## src/rtl/dac_spi_pkg.sv

```systemverilog
// dac_spi_pkg: shared definitions for the multi-channel SPI DAC driver.
//   - dac_state_t : scheduler FSM states
//   - FRAME_W, CMD_WRITE_UPDATE, ADDR_ALL : DAC frame constants
//   - build_frame : assembles one 32-bit DAC command frame
package dac_spi_pkg;

    localparam int          FRAME_W          = 32;
    localparam logic [3:0]  CMD_WRITE_UPDATE = 4'b0011;
    localparam logic [3:0]  ADDR_ALL         = 4'hF;

    typedef enum logic [2:0] {
        ST_CLR,
        ST_IDLE,
        ST_LOAD,
        ST_SHIFT,
        ST_GAP,
        ST_DONE
    } dac_state_t;

    // {8 don't-care, cmd, addr, 12-bit data, 4 don't-care}
    function automatic logic [FRAME_W-1:0] build_frame(input logic [3:0]  addr,
                                                       input logic [11:0] data12);
        return {8'h00, CMD_WRITE_UPDATE, addr, data12, 4'h0};
    endfunction

endpackage

```

## src/rtl/spi_shift_tx.sv

```systemverilog
// spi_shift_tx: generic SCK divider plus MSB-first frame shifter.
// Ports:
//   clk, rst   : clock, synchronous active-high reset
//   start      : one-cycle request, accepted when not busy
//   frame      : word to transmit, captured with start
//   busy       : high while a frame is on the wire
//   last       : one-cycle pulse on the edge the frame ends (cs_n rises)
//   sck        : SPI clock, idle low, low phase first
//   mosi       : serial data, updated on the falling sck edge
//   cs_n       : chip select, active low
module spi_shift_tx #(
    parameter int SCK_DIV = 1,
    parameter int FRAME_W = 32
) (
    input  logic               clk,
    input  logic               rst,
    input  logic               start,
    input  logic [FRAME_W-1:0] frame,
    output logic               busy,
    output logic               last,
    output logic               sck,
    output logic               mosi,
    output logic               cs_n
);

    localparam int DIV_W = (SCK_DIV > 1) ? $clog2(SCK_DIV) : 1;
    localparam int BIT_W = $clog2(FRAME_W);

    logic [FRAME_W-1:0] shreg;
    logic [DIV_W-1:0]   div_cnt;
    logic [BIT_W-1:0]   bit_cnt;

    always_ff @(posedge clk) begin
        if (rst) begin
            busy    <= 1'b0;
            last    <= 1'b0;
            sck     <= 1'b0;
            mosi    <= 1'b0;
            cs_n    <= 1'b1;
            shreg   <= '0;
            div_cnt <= '0;
            bit_cnt <= '0;
        end else begin
            last <= 1'b0;
            if (!busy) begin
                if (start) begin
                    busy    <= 1'b1;
                    cs_n    <= 1'b0;
                    sck     <= 1'b0;
                    shreg   <= frame;
                    mosi    <= frame[FRAME_W-1];
                    div_cnt <= '0;
                    bit_cnt <= '0;
                end
            end else if (div_cnt == DIV_W'(SCK_DIV - 1)) begin
                div_cnt <= '0;
                if (!sck) begin
                    sck <= 1'b1;
                end else begin
                    // falling edge: either end the frame or present the next bit
                    sck <= 1'b0;
                    if (bit_cnt == BIT_W'(FRAME_W - 1)) begin
                        busy <= 1'b0;
                        cs_n <= 1'b1;
                        mosi <= 1'b0;
                        last <= 1'b1;
                    end else begin
                        bit_cnt <= bit_cnt + 1'b1;
                        shreg   <= {shreg[FRAME_W-2:0], 1'b0};
                        mosi    <= shreg[FRAME_W-2];
                    end
                end
            end else begin
                div_cnt <= div_cnt + 1'b1;
            end
        end
    end

endmodule

```

## src/rtl/dac_spi_multi.sv

```systemverilog
// dac_spi_multi: multi-channel 12-bit SPI DAC driver.
// On a zero strobe, latches all samples and enables, then sends one
// write-and-update frame per enabled channel in ascending order.
// Ports:
//   clk, rst  : clock, synchronous active-high reset
//   value     : packed samples, channel k at [k*DATA_W +: DATA_W]
//   chan_en   : per-channel enable, sampled with zero
//   zero      : one-cycle trigger, ignored while busy
//   bcast     : (DAC_BROADCAST_EN only) send channel 0 to all DACs
//   busy      : high during the clear sequence or a frame sequence
//   done      : one-cycle pulse at sequence completion
//   spi_mosi, spi_sck, dac_cs : SPI bus (dac_cs active low)
//   dac_clr   : DAC clear, active low, pulsed after reset
// Optional feature macro: DAC_BROADCAST_EN
module dac_spi_multi
    import dac_spi_pkg::*;
#(
    parameter int CHANNELS   = 4,
    parameter int DATA_W     = 12,
    parameter int SCK_DIV    = 1,
    parameter int GAP_CYCLES = 2,
    parameter int CLR_CYCLES = 4
) (
    input  logic                       clk,
    input  logic                       rst,
    input  logic [CHANNELS*DATA_W-1:0] value,
    input  logic [CHANNELS-1:0]        chan_en,
    input  logic                       zero,
`ifdef DAC_BROADCAST_EN
    input  logic                       bcast,
`endif
    output logic                       busy,
    output logic                       done,
    output logic                       spi_mosi,
    output logic                       spi_sck,
    output logic                       dac_cs,
    output logic                       dac_clr
);

    localparam int CH_W  = (CHANNELS > 1) ? $clog2(CHANNELS) : 1;
    localparam int CLR_W = $clog2(CLR_CYCLES + 1);
    localparam int GAP_W = $clog2(GAP_CYCLES + 1);

    dac_state_t                  state;
    logic [CLR_W-1:0]            clr_cnt;
    logic [GAP_W-1:0]            gap_cnt;
    logic [CHANNELS*DATA_W-1:0]  val_sh;
    logic [CHANNELS-1:0]         pend;
    logic                        bc_sh;
    logic                        bc_req;
    logic                        tx_start;
    logic [FRAME_W-1:0]          tx_frame;
    logic                        tx_busy;
    logic                        tx_last;

    logic [CH_W-1:0]             low_idx;
    logic [CH_W-1:0]             sel_idx;
    logic [DATA_W-1:0]           sample;
    logic [11:0]                 data12;
    logic [3:0]                  addr;

`ifdef DAC_BROADCAST_EN
    assign bc_req = bcast;
`else
    assign bc_req = 1'b0;
`endif

    // lowest pending channel
    always_comb begin
        low_idx = '0;
        for (int unsigned i = CHANNELS; i > 0; i--) begin
            if (pend[i-1]) low_idx = CH_W'(i - 1);
        end
    end

    always_comb begin
        sel_idx = bc_sh ? '0 : low_idx;
        sample  = val_sh[int'(sel_idx)*DATA_W +: DATA_W];
        data12  = 12'(sample) << (12 - DATA_W);
        addr    = bc_sh ? ADDR_ALL : 4'(low_idx);
    end

    always_ff @(posedge clk) begin
        if (rst) begin
            state    <= ST_CLR;
            clr_cnt  <= '0;
            gap_cnt  <= '0;
            dac_clr  <= 1'b0;
            busy     <= 1'b1;
            done     <= 1'b0;
            tx_start <= 1'b0;
            tx_frame <= '0;
            val_sh   <= '0;
            pend     <= '0;
            bc_sh    <= 1'b0;
        end else begin
            tx_start <= 1'b0;
            done     <= 1'b0;
            case (state)
                ST_CLR: begin
                    if (clr_cnt == CLR_W'(CLR_CYCLES - 1)) begin
                        dac_clr <= 1'b1;
                        busy    <= 1'b0;
                        state   <= ST_IDLE;
                    end else begin
                        clr_cnt <= clr_cnt + 1'b1;
                    end
                end
                ST_IDLE: begin
                    if (zero) begin
                        val_sh <= value;
                        pend   <= bc_req ? '0 : chan_en;
                        bc_sh  <= bc_req;
                        busy   <= 1'b1;
                        if (bc_req || (chan_en != '0)) begin
                            state <= ST_LOAD;
                        end else begin
                            done  <= 1'b1;
                            state <= ST_DONE;
                        end
                    end
                end
                ST_LOAD: begin
                    tx_frame <= build_frame(addr, data12);
                    tx_start <= 1'b1;
                    if (!bc_sh) pend[low_idx] <= 1'b0;
                    state <= ST_SHIFT;
                end
                ST_SHIFT: begin
                    if (tx_last && !tx_busy) begin
                        gap_cnt <= '0;
                        state   <= ST_GAP;
                    end
                end
                ST_GAP: begin
                    if (gap_cnt == GAP_W'(GAP_CYCLES - 1)) begin
                        if (pend != '0) begin
                            state <= ST_LOAD;
                        end else begin
                            done  <= 1'b1;
                            state <= ST_DONE;
                        end
                    end else begin
                        gap_cnt <= gap_cnt + 1'b1;
                    end
                end
                ST_DONE: begin
                    busy  <= 1'b0;
                    state <= ST_IDLE;
                end
                default: state <= ST_CLR;
            endcase
        end
    end

    spi_shift_tx #(
        .SCK_DIV (SCK_DIV),
        .FRAME_W (FRAME_W)
    ) u_tx (
        .clk   (clk),
        .rst   (rst),
        .start (tx_start),
        .frame (tx_frame),
        .busy  (tx_busy),
        .last  (tx_last),
        .sck   (spi_sck),
        .mosi  (spi_mosi),
        .cs_n  (dac_cs)
    );

endmodule

```

## config.mk

```make
export PLATFORM = sky130hd
export DESIGN_NAME = dac_spi_multi
export DESIGN_NICKNAME = d
export VERILOG_FILES = /design/src/rtl/dac_spi_pkg.sv /design/src/rtl/spi_shift_tx.sv /design/src/rtl/dac_spi_multi.sv
export SDC_FILE = /design/constraint.sdc
export NUM_CORES = 1
export LEC_CHECK = 0
export CORE_MARGIN = 2
export CORE_UTILIZATION = 25
export DETAILED_ROUTE_END_ITERATION = 7
export SLEW_MARGIN = 15
export SYNTH_ARGS = -nofsm -noshare
export SYNTH_HDL_FRONTEND = slang
export SYNTH_SLANG_ARGS = --single-unit
```

## constraint.sdc

```tcl
create_clock -name clk -period 2.2 [get_ports clk]
set_input_delay 0.33 -clock clk [delete_from_list [all_inputs] [get_ports clk]]
set_output_delay 0.33 -clock clk [all_outputs]
set_load 0.03 [all_outputs]
```

==> results.cfg <==
[route]
routed_wl_microns = 12200
wire_per_inst_microns = 13.1
avgViaCountPerCell = 4.45
drt_iter0_markers = 272
ant_nets = 0
firstDrtPassIters = 4
wl_met2_microns = 5620
wl_met3_microns = 455
drc = 0
drt-met1-wl_microns = 5950
vias = 4146
routed.top_layer = met4

[sta]
rsz0062_at_grt = false
fin_tns_setup_ns = 0
whs_ns = 0.389
min_period_over_period_pct = 84.7
slew_violations = 0
final-setup-viol-count = 0
finalHoldViolCount = 0
worst_pin_slew_ns = 0.588
skew_ns = 0.00623
finalWorstSetupSlack_ns = 0.337
timing.slew.headroom_pct = 60.8
timing.final.crit_period_ns = 1.86
fmax_mhz = 537

[clocking]
cts_num_sinks = 116
post-cts-setup-buffers = 0
cts_buffers = 17
clockRootBuffer = clkbuf_16
htreeDepth = 4
clock_path_buffers = 2
cts_resized = 0
worstSkewPairLatency_ns = 0.41
path_clk_slew_ns = 0.06
cts_tree = yes
hold_buffers = 0

[critical_path]
crit_path_end_kind = primary output
slowest_stage = clkdlybuf4s50_1
crit_fanout = 6
crit_type = flip-flop to primary output
cp_top_family = buffers and inverters
crit_chain = clkdlybuf4s50_1
slowest_delay_ns = 0.71
cp-start-kind = flip-flop
cp.buffers_inverters = 1
cp.arrival_ns = 1.53
cp.required_ns = 1.87

[synth]
syn-num-nets = 661
yosysMostFrequentCell = nand2_1
synth_ff_type = dfxtp_1
synth_edf_count = 0
syn_area_per_cell_sq_um = 8.33
synth_compound_area_share_pct = 17.2
netlist_instances = 601
synth_area_leaders = dfxtp_1 46%, nand2_1 10%, a21oi_1 9.2%
post-synth-top-area-fraction_pct = 46.4
synth_xor_area_share_pct = 0.700
yosys.area.top_type = dfxtp_1
synthArstFlopShare_pct = 0
synth_top_family_by_area = simple AND/OR/NAND/NOR gates
yosys.area_share.simple_pct = 25.2
synth.area.mux_share_pct = 3.42
netlist_top_cells_count = 134 x nand2_1, 116 x dfxtp_1, 92 x a21oi_1
synth-seq-cells = 116
synth_fa_ha_area_share_pct = 1.25
ys_seq_area_share_pct = 46.4
syn-cell-area_sq_mm = 0.00501
ys_warn_count = 0
synthDistinctLibCells = 49

[job]
drv_cap = 0

[run_status]
outcome = completed

[power]
leakagePower_nw = 2.13
worst_ir_drop_vdd_mv = 0.541
power_density_mw_per_mm2 = 908

[placed_design]
dpl_cell_area_sq_mm = 0.00589
place_congestion = 0.766
place_ws_ns = 0.316
dpl.hpwl_microns = 8040
place_inst = 900
numPortBuffers = 60

[worst_hold_path]
hold_class = input port to flip-flop

[die]
core_area_sq_mm = 0.0195
start_util_pct = 25.6
io_pins = 61
die_area_sq_mm = 0.0212
die_w_microns = 146
die_h_microns = 146
row_count = 51

[finish]
syn2layout_area_growth_pct = 30.5
fillCellCount = 2094
postLayoutCellArea_sq_mm = 0.00653
drive_gt1_share_pct = 9.45
final_cells = 932
diodes = 0
fin_nets = 714

[grt]
grt_pass1_wl_microns = 20100
grt_usage_pct = 11.7
grt_max_degree = 52
grt_pass1_vias = 4013
grt_overflow = 0
antenna_found_initial = 0
## placed cells by master (no fill, tap or decap), drive strengths merged, types with 12 or more instances in the layout
master and instances:
nand2 136, nor2 36, dfxtp 116, nor2b 18
o21ai 18, clkbuf 18, a21oi 92, clkdlybuf4s50 59
buf 21, nor3b 13, mux2i 16, o2111ai 12
nand3 16, a211oi 17, nand2b 17
## metal layers
metal	vias to the layer above	GRT usage, %
li1	2171	-
met1	1881	15.4
met2	82	18.6
met3	12	2.95
met4	0	4.12
met5	-	0
## state kept, by name, indices dropped and copies added, names as in the netlist, 2 cells and up
register	count
clr_cnt	3
pend	4
u_tx.bit_cnt	5
val_sh	48
state	3
u_tx.shreg	27
gap_cnt	2
tx_frame	15
## layout make-up
cell class	instances	area, sq um	share of cell area (%)
Multi-Input combinational cell	434	2400	36.8
Timing Repair Buffer	80	811	12.4
Clock inverter	14	204	3.12
Clock buffer	18	439	6.72
Tap cell	265	332	5.08
Sequential cell	116	2320	35.6
Inverter	5	18.8	0.287
## path summary, 6_finish.rpt
path | from | endpoint | slack [ns] | cells past startpoint
max | u_tx.sck | spi_sck | 0.34 | 1
min | rst | u_tx.sck | 0.39 | 2
max reg2reg | u_tx.bit_cnt[0] | u_tx.shreg[15] | 0.45 | 8
min reg2reg | u_tx.shreg[22] | u_tx.shreg[23] | 0.45 | 2
## where the power goes
part           total (mW)  internal, mW  switching [mW]
Combinational       0.682         0.318           0.364
Clock                2.96          1.94            1.03
Sequential           2.29          2.21          0.0820
Total                5.93          4.46            1.47
## metrics by stage
stage,util [%],total power [mW]
6_report,33.4,5.93
2_1_floorplan,-,2.76
4_1_cts,33.4,6.00
3_5_place_dp,30.2,3.02
3_3_place_gp,30.2,3.01
5_1_grt,33.4,6.18
## cells by family (layout without fill, tap and decap cells)
logic type               after synthesis  count (layout)
AO/OA/AOI/OAI                        148             148
XOR/XNOR                               4               4
adder cells (fa/ha/maj)                5               5
buffers and inverters                 51             117
flip-flops                           116             116
multiplexers                          17              17
AND/OR/NAND/NOR                      260             260
No activity file was read; power rests on OpenSTA's default activity.
